<file path="src/rtl/cpu_defs.sv">
// Shared MDU definitions: operation encodings, FSM state encoding and default operand width.
package cpu_defs;

  localparam int MDU_WIDTH = 32;

  localparam logic MDU_MULT = 1'b0;
  localparam logic MDU_DIV  = 1'b1;

  typedef enum logic [1:0] {
    IDLE = 2'd0,
    MULT = 2'd1,
    DIV  = 2'd2,
    FIN  = 2'd3
  } mdu_state_e;

endpackage

</file>
<file path="src/rtl/mult_div_unit_if.sv">
// Request/result bundle between the control unit + datapath (master) and the MDU (slave).
// The sgn port exists only when MDU_UNSIGNED_EN is defined.
interface mult_div_unit_if #(
  parameter int WIDTH = 32
);
  logic             start;
  logic             op;
`ifdef MDU_UNSIGNED_EN
  logic             sgn;
`endif
  logic [WIDTH-1:0] a;
  logic [WIDTH-1:0] b;
  logic             busy;
  logic             done;
  logic             div0;
  logic [WIDTH-1:0] hi;
  logic [WIDTH-1:0] lo;

`ifdef MDU_UNSIGNED_EN
  modport master (output start, op, sgn, a, b, input busy, done, div0, hi, lo);
  modport slave  (input start, op, sgn, a, b, output busy, done, div0, hi, lo);
`else
  modport master (output start, op, a, b, input busy, done, div0, hi, lo);
  modport slave  (input start, op, a, b, output busy, done, div0, hi, lo);
`endif

endinterface

</file>
<file path="src/rtl/mdu_addsub.sv">
// W-bit add/subtract shared by the Booth step and the restoring-division trial subtract.
// cout_o is the raw carry; for subtraction it is 1 when a_i >= b_i (unsigned).
module mdu_addsub #(
  parameter int W = 33
) (
  input  logic [W-1:0] a_i,
  input  logic [W-1:0] b_i,
  input  logic         sub_i,
  output logic [W-1:0] sum_o,
  output logic         cout_o
);

  logic [W-1:0] b_x;

  assign b_x             = sub_i ? ~b_i : b_i;
  assign {cout_o, sum_o} = {1'b0, a_i} + {1'b0, b_x} + {{W{1'b0}}, sub_i};

endmodule

</file>
<file path="src/rtl/mult_div_unit.sv">
// Iterative signed multiply (radix-2 Booth) / divide (restoring) producing HI/LO; done WIDTH+1 cycles after start.
// Optional MDU_UNSIGNED_EN adds the sgn input for multu/divu.
module mult_div_unit
  import cpu_defs::*;
#(
  parameter int WIDTH = MDU_WIDTH,
  parameter int CNT_W = 6
) (
  input logic            clk,
  input logic            reset,
  mult_div_unit_if.slave mdu
);

  localparam int XW = WIDTH + 1;

  mdu_state_e       state_q;
  logic [CNT_W-1:0] cnt_q;
  logic [XW-1:0]    acc_q;   // Booth upper half / division remainder
  logic [WIDTH-1:0] mpl_q;   // Booth multiplier / dividend shifting into quotient
  logic [XW-1:0]    mcd_q;   // multiplicand / divisor magnitude
  logic             prev_q;
  logic             sa_q;
  logic             sb_q;
  logic             sgn_q;
  logic             busy_q;
  logic             done_q;
  logic             div0_q;
  logic [WIDTH-1:0] hi_q;
  logic [WIDTH-1:0] lo_q;

  logic             sgn_in;
  logic             a_neg;
  logic             b_neg;
  logic             b_zero;
  logic [WIDTH-1:0] a_mag;
  logic [WIDTH-1:0] b_mag;
  logic             last_step;

  logic [XW-1:0]    shl_rem;
  logic [XW-1:0]    add_a;
  logic             add_sub;
  logic [XW-1:0]    add_sum;
  logic             add_cout;
  logic             add_ext;
  logic [XW:0]      booth_wide;
  logic [XW-1:0]    booth_acc;
  logic [WIDTH-1:0] booth_mpl;
  logic [WIDTH-1:0] mul_hi;
  logic [XW-1:0]    div_rem;
  logic [WIDTH-1:0] div_quo;
  logic [WIDTH-1:0] div_hi;
  logic [WIDTH-1:0] div_lo;

`ifdef MDU_UNSIGNED_EN
  assign sgn_in = mdu.sgn;
`else
  assign sgn_in = 1'b1;
`endif

  assign a_neg     = sgn_in & mdu.a[WIDTH-1];
  assign b_neg     = sgn_in & mdu.b[WIDTH-1];
  assign b_zero    = (mdu.b == '0);
  assign a_mag     = a_neg ? -mdu.a : mdu.a;
  assign b_mag     = b_neg ? -mdu.b : mdu.b;
  assign last_step = (cnt_q == CNT_W'(WIDTH - 1));

  // Shared adder: Booth add/sub on the upper half in MULT, trial subtract in DIV.
  assign shl_rem = {acc_q[WIDTH-1:0], mpl_q[WIDTH-1]};
  assign add_a   = (state_q == DIV) ? shl_rem : acc_q;
  assign add_sub = (state_q == DIV) | (mpl_q[0] & ~prev_q);

  mdu_addsub #(.W(XW)) u_addsub (
    .a_i    (add_a),
    .b_i    (mcd_q),
    .sub_i  (add_sub),
    .sum_o  (add_sum),
    .cout_o (add_cout)
  );

  // True sign of the XW+1-bit result, so the arithmetic shift survives an overflowing add.
  assign add_ext    = add_a[XW-1] ^ mcd_q[XW-1] ^ add_sub ^ add_cout;
  assign booth_wide = (mpl_q[0] == prev_q) ? {acc_q[XW-1], acc_q} : {add_ext, add_sum};
  assign booth_acc  = booth_wide[XW:1];
  assign booth_mpl  = {booth_wide[0], mpl_q[WIDTH-1:1]};

  always_comb begin
    mul_hi = booth_acc[WIDTH-1:0];
`ifdef MDU_UNSIGNED_EN
    // Zero-extended multiplier: top Booth pair (0, b[WIDTH-1]) adds the multiplicand at weight 2^WIDTH.
    if (!sgn_q && mpl_q[0]) begin
      mul_hi = booth_acc[WIDTH-1:0] + mcd_q[WIDTH-1:0];
    end
`endif
  end

  assign div_rem = add_cout ? add_sum : shl_rem;
  assign div_quo = {mpl_q[WIDTH-2:0], add_cout};
  assign div_lo  = (sgn_q & (sa_q ^ sb_q)) ? -div_quo : div_quo;
  assign div_hi  = (sgn_q & sa_q) ? -div_rem[WIDTH-1:0] : div_rem[WIDTH-1:0];

  always_ff @(posedge clk or posedge reset) begin
    if (reset) begin
      state_q <= IDLE;
      cnt_q   <= '0;
      acc_q   <= '0;
      mpl_q   <= '0;
      mcd_q   <= '0;
      prev_q  <= 1'b0;
      sa_q    <= 1'b0;
      sb_q    <= 1'b0;
      sgn_q   <= 1'b0;
      busy_q  <= 1'b0;
      done_q  <= 1'b0;
      div0_q  <= 1'b0;
      hi_q    <= '0;
      lo_q    <= '0;
    end else begin
      done_q <= 1'b0;
      div0_q <= 1'b0;
      unique case (state_q)
        IDLE: begin
          if (mdu.start) begin
            busy_q <= 1'b1;
            cnt_q  <= '0;
            prev_q <= 1'b0;
            acc_q  <= '0;
            sgn_q  <= sgn_in;
            if (mdu.op == MDU_MULT) begin
              mpl_q   <= mdu.b;
              mcd_q   <= {a_neg, mdu.a};
              state_q <= MULT;
            end else if (b_zero) begin
              done_q  <= 1'b1;
              div0_q  <= 1'b1;
              state_q <= FIN;
            end else begin
              mpl_q   <= a_mag;
              mcd_q   <= {1'b0, b_mag};
              sa_q    <= a_neg;
              sb_q    <= b_neg;
              state_q <= DIV;
            end
          end
        end
        MULT: begin
          acc_q  <= booth_acc;
          mpl_q  <= booth_mpl;
          prev_q <= mpl_q[0];
          cnt_q  <= cnt_q + CNT_W'(1);
          if (last_step) begin
            hi_q    <= mul_hi;
            lo_q    <= booth_mpl;
            done_q  <= 1'b1;
            state_q <= FIN;
          end
        end
        DIV: begin
          acc_q <= div_rem;
          mpl_q <= div_quo;
          cnt_q <= cnt_q + CNT_W'(1);
          if (last_step) begin
            hi_q    <= div_hi;
            lo_q    <= div_lo;
            done_q  <= 1'b1;
            state_q <= FIN;
          end
        end
        FIN: begin
          busy_q  <= 1'b0;
          state_q <= IDLE;
        end
      endcase
    end
  end

  assign mdu.busy = busy_q;
  assign mdu.done = done_q;
  assign mdu.div0 = div0_q;
  assign mdu.hi   = hi_q;
  assign mdu.lo   = lo_q;

endmodule

</file>
<file path="src/flat_wrapper.sv">
// flat-port wrapper written by rule: the top's interface ports become plain ports
module mult_div_unit_flat import cpu_defs::*;
#(
  parameter int WIDTH = MDU_WIDTH,
  parameter int CNT_W = 6
)
  (clk, reset, mdu_start, mdu_op, mdu_a, mdu_b, mdu_busy, mdu_done, mdu_div0, mdu_hi, mdu_lo);
  mult_div_unit_if #(.WIDTH(WIDTH)) mdu_i ();
  input logic clk;
  input logic reset;
  input wire logic [$bits(mdu_i.start)-1:0] mdu_start;
  input wire logic [$bits(mdu_i.op)-1:0] mdu_op;
  input wire logic [$bits(mdu_i.a)-1:0] mdu_a;
  input wire logic [$bits(mdu_i.b)-1:0] mdu_b;
  output wire logic [$bits(mdu_i.busy)-1:0] mdu_busy;
  output wire logic [$bits(mdu_i.done)-1:0] mdu_done;
  output wire logic [$bits(mdu_i.div0)-1:0] mdu_div0;
  output wire logic [$bits(mdu_i.hi)-1:0] mdu_hi;
  output wire logic [$bits(mdu_i.lo)-1:0] mdu_lo;
  assign mdu_i.start = mdu_start;
  assign mdu_i.op = mdu_op;
  assign mdu_i.a = mdu_a;
  assign mdu_i.b = mdu_b;
  assign mdu_busy = mdu_i.busy;
  assign mdu_done = mdu_i.done;
  assign mdu_div0 = mdu_i.div0;
  assign mdu_hi = mdu_i.hi;
  assign mdu_lo = mdu_i.lo;
  mult_div_unit #(.WIDTH(WIDTH), .CNT_W(CNT_W)) u_core (.clk(clk), .reset(reset), .mdu(mdu_i));
endmodule
</file>
<file path="config.mk">
export PLATFORM = sky130hd
export DESIGN_NAME = mult_div_unit_flat
export DESIGN_NICKNAME = d
export VERILOG_FILES = /design/src/rtl/cpu_defs.sv /design/src/rtl/mult_div_unit_if.sv /design/src/rtl/mdu_addsub.sv /design/src/rtl/mult_div_unit.sv /design/src/flat_wrapper.sv
export SDC_FILE = /design/constraint.sdc
export NUM_CORES = 1
export LEC_CHECK = 0
export BUFFER_PORTS_ARGS = -buffer_cell sky130_fd_sc_hd__buf_2
export CAP_MARGIN = 10
export CORE_ASPECT_RATIO = 1.5
export CORE_MARGIN = 1
export CORE_UTILIZATION = 46
export DETAILED_ROUTE_END_ITERATION = 6
export GPL_TIMING_DRIVEN = 1
export HOLD_SLACK_MARGIN = 0.06
export PLACE_DENSITY = 0.61
export SYNTH_ARGS = -nofsm -noshare
export SYNTH_HDL_FRONTEND = slang
export SYNTH_SLANG_ARGS = --single-unit
</file>
<file path="constraint.sdc">
create_clock -name clk -period 9.4 [get_ports clk]
set_clock_uncertainty 0.05 [all_clocks]
set_input_delay 1.41 -clock clk [delete_from_list [all_inputs] [get_ports clk]]
set_output_delay 1.41 -clock clk [all_outputs]
set_load 0.005 [all_outputs]
</file>
# --- After elaboration in Yosys (flattened, before gate mapping) ---
# Index checks and enable logic that the tools add are counted.
word_totals:
  out_inout_bits: 67
  regBits: 177
  elab_cells: 103
classes:
  muxes: 39
  n_eq_ne: 12
  reduce_logical: 19
  n_addsub: 7
  bitwise: 11
op_table:
  columns: ["operator", "count"]
  rows:
  - ["32-bit 2-to-1 mux", 11]
  - ["33-bit 2-to-1 mux", 6]
  - ["32-bit negation", 4]
  - ["32-bit one-hot mux with 2 select lines", 2]
  - ["33-bit one-hot mux with 3 select lines", 1]
  - ["32-bit one-hot mux with 3 select lines", 1]
  - ["33-bit by 33-bit adder with 34-bit output", 1]
  - ["34-bit by 1-bit adder with 34-bit output", 1]
  - ["34-bit 2-to-1 mux", 1]
  - ["33-bit inverter", 1]
  - ["32-bit zero test", 1]
  - ["6-bit one-hot mux with 2 select lines", 1]
  - ["2-bit AND reduction", 6]
  - ["3-bit AND reduction", 4]
  - ["1-bit 2-to-1 mux", 8]
  - ["2-bit nonzero test", 4]
  - ["6-bit by 1-bit adder with 6-bit output, second input constant", 1]
  - ["6-bit by 5-bit == test with 1-bit output, second input constant", 1]
  - ["2-bit 2-to-1 mux", 3]
  - ["6-bit 2-to-1 mux", 1]
  - ["2-bit by 1-bit inequality test with 1-bit output, second input constant", 3]
  - ["2-bit inequality test, second input constant", 3]
  - ["1-bit one-hot mux with 2 select lines", 3]
  - ["2-bit one-hot mux with 3 select lines", 1]
  - ["12 further kinds", 19]

# --- Logic depth before layout (Yosys ltp) ---
# Gate-level depths: netlist of the first run.
logic_depth:
  ltp_word: 11
  mapped_depth: 33
  mapped_depth_nobuf: 23

# --- Hierarchy ---
# A second synthesis of the first run with hierarchy kept.
unflattened:
  cells_unflattened: 1842
  area_unflattened_um2: 15367.2
by_module_without_submodules:
  columns: ["mod", "n_inst", "cells_per_inst", "seq_area_each_um2", "area_each_um2"]
  rows:
  - ["mult_div_unit", 1, 1554, 4429.2, 13271.5]
  - ["mdu_addsub", 1, 288, 0.0, 2095.8]

# --- Worst setup path before layout of the first run ---
# No wires, ideal clock.
synth_path:
  path_type: "register -> register"
  start: "register u_core.state_q[0]"
  end: "register u_core.hi_q[24], in the netlist u_core.mdu.hi[24]"
  path_buffers: 9
  setup_slack_ns: 2.285
  setup_ns: 0.076
  stages_incl_launch_ff: 30
  t_arrival_ns: 6.989
  t_required_ns: 9.274
  path_cell_list: "dfrtp_1 inv_1 ha_1 clkbuf_1 clkbuf_1 buf_1 buf_1 clkbuf_1 o21ai_0 ha_1 a21oi_1 o21ai_0 a21oi_1 o221a_2 o21ai_1 buf_1 buf_1 clkbuf_1 nand2_1 o21ai_0 ha_1 nand2_1 or4_1 nor4_1 o21ai_1 or3_1 clkbuf_1 o2111a_1 or3_1 o21ai_1"
synth_between:
  elab_chain_cells: 10
  elab_cells_between_ends: 18
synth_lines:
  columns: ["item", "line", "text"]
  rows:
  - ["from (decl)", "mult_div_unit.sv:16", "mdu_state_e state_q;"]
  - ["from (signal assigned)", "mult_div_unit.sv:103", "state_q <= IDLE;"]
  - ["from (signal assigned)", "mult_div_unit.sv:131", "state_q <= MULT;"]
  - ["from (signal assigned)", "mult_div_unit.sv:135", "state_q <= FIN;"]
  - ["2-bit == test", "mult_div_unit.sv:69, mult_div_unit.sv:70, mult_div_unit.sv:120", null]
  - ["1-bit bitwise OR", "mult_div_unit.sv:70", "assign add_sub = (state_q == DIV) | (mpl_q[0] & ~prev_q);"]
  - ["33-bit 2-to-1 mux", "mdu_addsub.sv:15", "assign b_x = sub_i ? ~b_i : b_i;"]
  - ["33-bit by 33-bit adder with 34-bit output", "mdu_addsub.sv:16", "assign {cout_o, sum_o} = {1'b0, a_i} + {1'b0, b_x} + {{W{1'b0}}, sub_i};"]
  - ["34-bit by 1-bit adder with 34-bit output", "mdu_addsub.sv:16", null]
  - ["33-bit 2-to-1 mux", "mult_div_unit.sv:96", "assign div_rem = add_cout ? add_sum : shl_rem;"]
  - ["32-bit negation", "mult_div_unit.sv:99", "assign div_hi = (sgn_q & sa_q) ? -div_rem[WIDTH-1:0] : div_rem[WIDTH-1:0];"]
  - ["32-bit 2-to-1 mux", "mult_div_unit.sv:99", null]
  - ["32-bit 2-to-1 mux", "mult_div_unit.sv:161", "if (last_step) begin"]
  - ["32-bit one-hot mux with 2 select lines", "mult_div_unit.sv:120", "unique case (state_q)"]
  - ["to (signal assigned)", "mult_div_unit.sv:151", "hi_q <= mul_hi;"]
  - ["to (signal assigned)", "mult_div_unit.sv:162", "hi_q <= div_hi;"]
  - ["to (decl)", "mult_div_unit.sv:28", "logic [WIDTH-1:0] hi_q;"]
# Several ways; a longest one is shown, not always the timed one. The select of a mux whose other input is x is not followed.
# A chain may end at the register's enable or synchronous reset.

# --- Worst setup path after layout of the first run ---
# Same ends and word-level chain as after synthesis.

==> results of run 1 <==
[cells by family after synthesis]
logic type / share of synthesized area (%)
compound gates: 27.9
mux: 5.33
buf+inv: 5.31
flops: 29.1
fa+ha+maj: 3.58
simple gates: 19.7
xor+xnor: 9.09
[state kept, by name (all words and copies together) (netlist names)]
register / count
u_core.mpl_q: 32
u_core.sb_q: 1
u_core.mdu.done: 1
u_core.acc_q: 33
u_core.prev_q: 1
u_core.mdu.hi: 32
u_core.sgn_q: 1
u_core.cnt_q: 6
u_core.sa_q: 1
u_core.mdu.busy: 1
u_core.mdu.div0: 1
u_core.mcd_q: 33
u_core.mdu.lo: 32
u_core.state_q: 2
[cells in the mapped netlist (15+ instances only)]
| cell type | count | area share (%) |
|---|---|---|
| o31ai_1 | 62 | 3.1 |
| ha_1 | 42 | 3.5 |
| xnor2_1 | 85 | 4.9 |
| nor3_1 | 35 | 1.2 |
| or3_1 | 18 | 0.74 |
| a22oi_1 | 28 | 1.4 |
| nor4_1 | 15 | 0.62 |
| mux2_2 | 48 | 3.6 |
| clkbuf_1 | 116 | 2.9 |
| nand2_1 | 332 | 8.2 |
| o21ai_0 | 257 | 8.4 |
| nor2_1 | 183 | 4.5 |
| o211ai_1 | 17 | 0.84 |
| dfrtp_1 | 177 | 29 |
| nand4_1 | 17 | 0.70 |
| a221oi_1 | 28 | 1.6 |
| inv_1 | 40 | 0.99 |
| xor2_1 | 73 | 4.2 |
| mux2i_1 | 27 | 1.8 |
| nand3_1 | 26 | 0.85 |
| a21oi_1 | 153 | 5.0 |
| buf_1 | 23 | 0.57 |
[metrics by stage]
| stage | util [%] | instances | hold slack (ns) | setup WS, ns |
|---|---|---|---|---|
| floorplan | - | 2027 | 0.413 | 2.28 |
| global placement | 49.0 | 2445 | 0.411 | 2.36 |
| detailed placement | 49.0 | 2445 | 0.415 | 2.23 |
| CTS | 51.0 | 2477 | 0.432 | 2.17 |
| global route | 51.0 | 2477 | 0.460 | 1.46 |
| finish | 51.0 | 2477 | 0.427 | 2.11 |
[critical path, stage by stage, from the launching register on]
cell and delay (ns):
dfrtp_1 0.42, inv_1 0.14, ha_4 0.85, buf_4 0.88, nand2_1 0.10, o21ai_0 0.15, ha_1 0.19, inv_1 0.04
a211o_1 0.28, o21ai_2 0.34, a211oi_1 0.12, buf_4 0.20, o21ai_2 0.37, nand3_1 0.12, o21ai_0 0.10, a22oi_1 0.13
inv_1 0.11, ha_1 0.18, nand2_1 0.06, or4_1 0.44, nor4_1 0.35, o21ai_1 0.28, or3_1 0.53, o2111a_1 0.27
or3_1 0.38, o21ai_1 0.13
[worst min-delay path by stage]
stage                                         end  cells past startpoint
detailed placement   u_core.mdu.hi[1]$_DFFE_PP0P_                      2
floorplan             u_core.cnt_q[4]$_DFFE_PP0P_                      1
finish              u_core.mdu.hi[18]$_DFFE_PP0P_                      2
global placement    u_core.mdu.hi[13]$_DFFE_PP0P_                      2
CTS                  u_core.mdu.hi[1]$_DFFE_PP0P_                      2
global route        u_core.mdu.lo[18]$_DFFE_PP0P_                      2
[cell type report]
cell class / instances / area, um^2 / share of cell area (%)
clock buffer: 19 / 433 / 2.60
clock inverter: 13 / 193 / 1.16
inverter: 43 / 166 / 1.00
multi-input combinational: 1651 / 10000 / 60.3
sequential: 177 / 4430 / 26.6
tap: 415 / 519 / 3.12
timing repair buffer: 159 / 858 / 5.16
[routing by layer]
layer / up-vias / wire length, um / GRT usage [%]
met5: - / 13 / 0
met3: 191 / 1940 / 3.81
li1: 7299 / - / -
met4: 2 / 4420 / 24.6
met2: 539 / 29100 / 61.0
met1: 7198 / 19300 / 34.0
==> results.json, run 1 <==
{
  "ys_seq_area_share_pct": 29.1,
  "nNetsFinal": 2160,
  "ys_types": 76,
  "netlist_area_um2": 15200,
  "ctsResizeCount": 0,
  "clk_pin_slew_worst_paths_ns": 0.07,
  "wl_per_cell_um": 22.1,
  "setup_viol": 0,
  "dieArea_um2": 33800,
  "track_usage_pct": 33.2,
  "final_cell_mix": "nand2_1, o21ai_0, nor2_1",
  "synth_flop_cell": "dfrtp_1",
  "slew_viol_final": 0,
  "worstHoldStart": "u_core.mdu.hi[18]$_DFFE_PP0P_",
  "syn-num-nets": 2138,
  "antenna_found_initial": 1,
  "maxCapViolCount": 0,
  "clk_latency_ns": 0.46,
  "num_rows": 81,
  "slew_headroom_pct": 29.7,
  "final_area_um2": 16600,
  "fp.dieW_um": 151,
  "place_congestion": 0.979,
  "h-tree-depth": 4,
  "dr.pass1.iters": 7,
  "routed_wl_um": 54700,
  "postCtsHoldBufs": 0,
  "ys_seq_elements": 177,
  "vias": 15200,
  "synth_cells": 2027,
  "start_kind": "flip-flop",
  "overflow": 0,
  "endpoint": "u_core.mdu.hi[24]$_DFFE_PP0P_",
  "start_util_pct": 46.6,
  "cts-root-buf": "clkbuf_16",
  "fill_cells": 3282,
  "port_buffers": 134,
  "reg2reg_from": "u_core.state_q[0]$_DFFE_PP0P_",
  "grt_pass1_wl_um": 84200,
  "vias_per_cell": 6.15,
  "run_status": "finished with violations",
  "arrival_ns": 7.62,
  "reg2reg_to": "u_core.mdu.hi[24]$_DFFE_PP0P_",
  "fin_crit_sh_pct": 77.6,
  "grt_max_degree": 107,
  "setup.worst_path.end_class": "flip-flop",
  "cts_sinks": 177,
  "antenna_left": 0,
  "critPathKind": "flip-flop to flip-flop",
  "core-area_um2": 32600,
  "critPathRequiredTime_ns": 9.73,
  "clock_path_buffers": 2,
  "dpl_cell_area_um2": 16000,
  "synth.avg_cell_area_um2": 7.51,
  "route.detailed.drc": 3,
  "drive_above_1_share_pct": 12.8,
  "cts-buffers-inserted": 17,
  "min_path_type": "flip-flop to flip-flop",
  "worstMarginPinSlew_ns": 1.05,
  "setup-tns-final_ns": 0,
  "path_max_fanout": 95,
  "violations": "design-rule violations",
  "diodes": 0,
  "post-cts-setup-buffer-count": 0,
  "synthToLayoutAreaGrowth_pct": 9.24,
  "crit_start": "u_core.state_q[0]$_DFFE_PP0P_",
  "period_needed_ns": 7.29,
  "pin_count": 135,
  "r2r_slack_ns": 2.11,
  "cts_tree": "yes",
  "die_h_um": 225,
  "drtIter0Drc": 980,
  "rsz0062_at_grt": "false",
  "synth-edff-count": 0,
  "hold_viol_final": 0,
  "max_freq_ghz": 0.137,
  "dp_hpwl_um": 41500,
  "reg2reg_depth": 25,
  "synthArstFlopShare_pct": 100,
  "yosysWarnings": 0,
  "final_common_cell": "nand2_1",
  "grt_pass1_vias": 14700
}
Power of run 1 is not shown: default switching activity piles up to over one toggle a cycle in this logic, so the estimate is an artifact.
==> run 2, diff against run 1 <==
--- a/config.mk
+++ b/config.mk
@@ -13,7 +13,7 @@
 export DETAILED_ROUTE_END_ITERATION = 6
 export GPL_TIMING_DRIVEN = 1
 export HOLD_SLACK_MARGIN = 0.06
-export PLACE_DENSITY = 0.61
+export PLACE_DENSITY = 0.64
 export SYNTH_ARGS = -nofsm -noshare
 export SYNTH_HDL_FRONTEND = slang
 export SYNTH_SLANG_ARGS = --single-unit
==> constraint.sdc (replaced) <==
create_clock -name clk -period 6.6 [get_ports clk]
set_clock_uncertainty 0.05 [all_clocks]
set_input_delay 0.99 -clock clk [delete_from_list [all_inputs] [get_ports clk]]
set_output_delay 0.99 -clock clk [all_outputs]
set_load 0.005 [all_outputs]
==> results.json, run 2 (synthesized netlist as in run 1, its figures left out) <==
{
  "fp.dieW_um": 151,
  "reg_top3": "u_core.acc_q: 33 flops, u_core.mcd_q: 33 flops",
  "dr.pass1.iters": 5,
  "pre_cts_ws_ns": 0.0571,
  "met3_usage_pct": 3.87,
  "postCtsHoldBufs": 0,
  "start_util_pct": 46.6,
  "drtIter0Drc": 973,
  "grt_pass1_vias": 14800,
  "drive_above_1_share_pct": 13.3,
  "fin_crit_sh_pct": 94.0,
  "maxCapViolCount": 0,
  "worstMarginPinSlew_ns": 1.20,
  "track_usage_pct": 33.4,
  "routed_wl_um": 55300,
  "setup-tns-final_ns": 0,
  "port_buffers": 134,
  "start_kind": "flip-flop",
  "vias": 15200,
  "final_cell_mix": "nand2_1, o21ai_0, nor2_1",
  "grt_pass1_wl_um": 84300,
  "cts_sinks": 177,
  "antenna_left": 0,
  "final_area_um2": 16700,
  "critPathKind": "flip-flop to flip-flop",
  "slew_viol_final": 0,
  "core-area_um2": 32600,
  "vias_per_cell": 6.12,
  "reg2reg_from": "u_core.state_q[0]$_DFFE_PP0P_",
  "critPathRequiredTime_ns": 6.94,
  "grt_max_degree": 74,
  "hold_viol_final": 0,
  "dp_hpwl_um": 41500,
  "place_congestion": 0.969,
  "setup.worst_path.end_class": "flip-flop",
  "h-tree-depth": 4,
  "rsz0062_at_grt": "false",
  "min_path_type": "flip-flop to flip-flop",
  "synthToLayoutAreaGrowth_pct": 9.54,
  "final_common_cell": "nand2_1",
  "use_met2_pct": 61.3,
  "dieArea_um2": 33800,
  "top_usage_layer": "met2",
  "nNetsFinal": 2170,
  "crit_start": "u_core.state_q[0]$_DFFE_PP0P_",
  "cts-root-buf": "clkbuf_16",
  "clock_path_buffers": 2,
  "worstHoldStart": "u_core.mdu.hi[4]$_DFFE_PP0P_",
  "overflow": 0,
  "die_h_um": 225,
  "route.detailed.drc": 0,
  "arrival_ns": 6.54,
  "clk_latency_ns": 0.46,
  "pin_count": 135,
  "num_rows": 81,
  "run_status": "complete, no violations",
  "slew_headroom_pct": 20.1,
  "met1_usage_pct": 34.3,
  "clk_pin_slew_worst_paths_ns": 0.08,
  "dpl_cell_area_um2": 16100,
  "cts-buffers-inserted": 17,
  "finalWorstSetupSlack_ns": 0.398,
  "path_max_fanout": 55,
  "period_needed_ns": 6.20,
  "setup_viol": 0,
  "antenna_found_initial": 1,
  "cts_tree": "yes",
  "wl_per_cell_um": 22.2,
  "fill_cells": 3257,
  "max_freq_ghz": 0.161
}
run 2: per-stage QoR:
stage | hold slack [ns] | utilization (%) | instances
finish | 0.429 | 51.1 | 2487
detailed placement | 0.417 | 49.2 | 2452
global placement | 0.407 | 49.2 | 2452
global route | 0.455 | 51.1 | 2487
floorplan | 0.413 | - | 2027
CTS | 0.433 | 51.0 | 2483
run 2: area by class of cell:
| cell class | instances | area, um^2 | area share (%) |
|---|---|---|---|
| multi-input cells | 1652 | 10000 | 60.2 |
| flip-flops and latches | 177 | 4430 | 26.6 |
| repair buffers | 168 | 951 | 5.70 |
| well taps | 415 | 519 | 3.11 |
| clock buffers | 18 | 439 | 2.63 |
| inverters | 43 | 166 | 0.998 |
| clock inverters | 13 | 126 | 0.758 |
| diodes | 1 | 2.50 | 0.0150 |
run 2: timing repair:
item | 4_1_cts | 5_1_grt
resized for setup | 0 | 3
setup endpoints to repair | 0 | 7
endpoints found under the hold margin | 0 | 0
setup buffers | 0 | 2
run 2: path summary, 6_finish.rpt:
path	cells past startpoint	slack (ns)	end
min in group asynchronous	2	0.61	u_core.mdu.hi[28]$_DFFE_PP0P_
max in group asynchronous	3	4.65	u_core.mdu.done$_DFF_PP0_
setup / recovery	22	0.40	u_core.mdu.hi[24]$_DFFE_PP0P_
setup reg to reg	22	0.40	u_core.mdu.hi[24]$_DFFE_PP0P_
hold reg to reg	2	0.43	u_core.mdu.hi[4]$_DFFE_PP0P_
hold / removal	2	0.43	u_core.mdu.hi[4]$_DFFE_PP0P_
run 2: per-layer routing:
metal  part of all wire [%]  wire (um)  up-vias
met4                    7.9       4380        0
met3                    3.6       1980      186
met5                      0          0        -
met1                     36      19800     7272
li1                       -          -     7321
met2                     53      29200      436
run 2: worst max-delay path: stages (launching register included):
cell      delay, ns
dfrtp_1        0.43
inv_1          0.14
ha_4           0.23
buf_12         0.29
mux2_2         0.38
ha_1           0.40
a21oi_1        0.20
o21ai_0        0.20
o21bai_1       0.21
a211oi_1       0.46
o21ai_2        0.20
o21ai_0        0.11
a22oi_1        0.14
inv_1          0.10
ha_1           0.18
nand2_1        0.07
or4_1          0.43
nor4_1         0.32
o21ai_1        0.27
or3_1          0.54
o2111a_1       0.28
or3_1          0.37
o21ai_1        0.11
Power of run 2 is left out for the same reason.
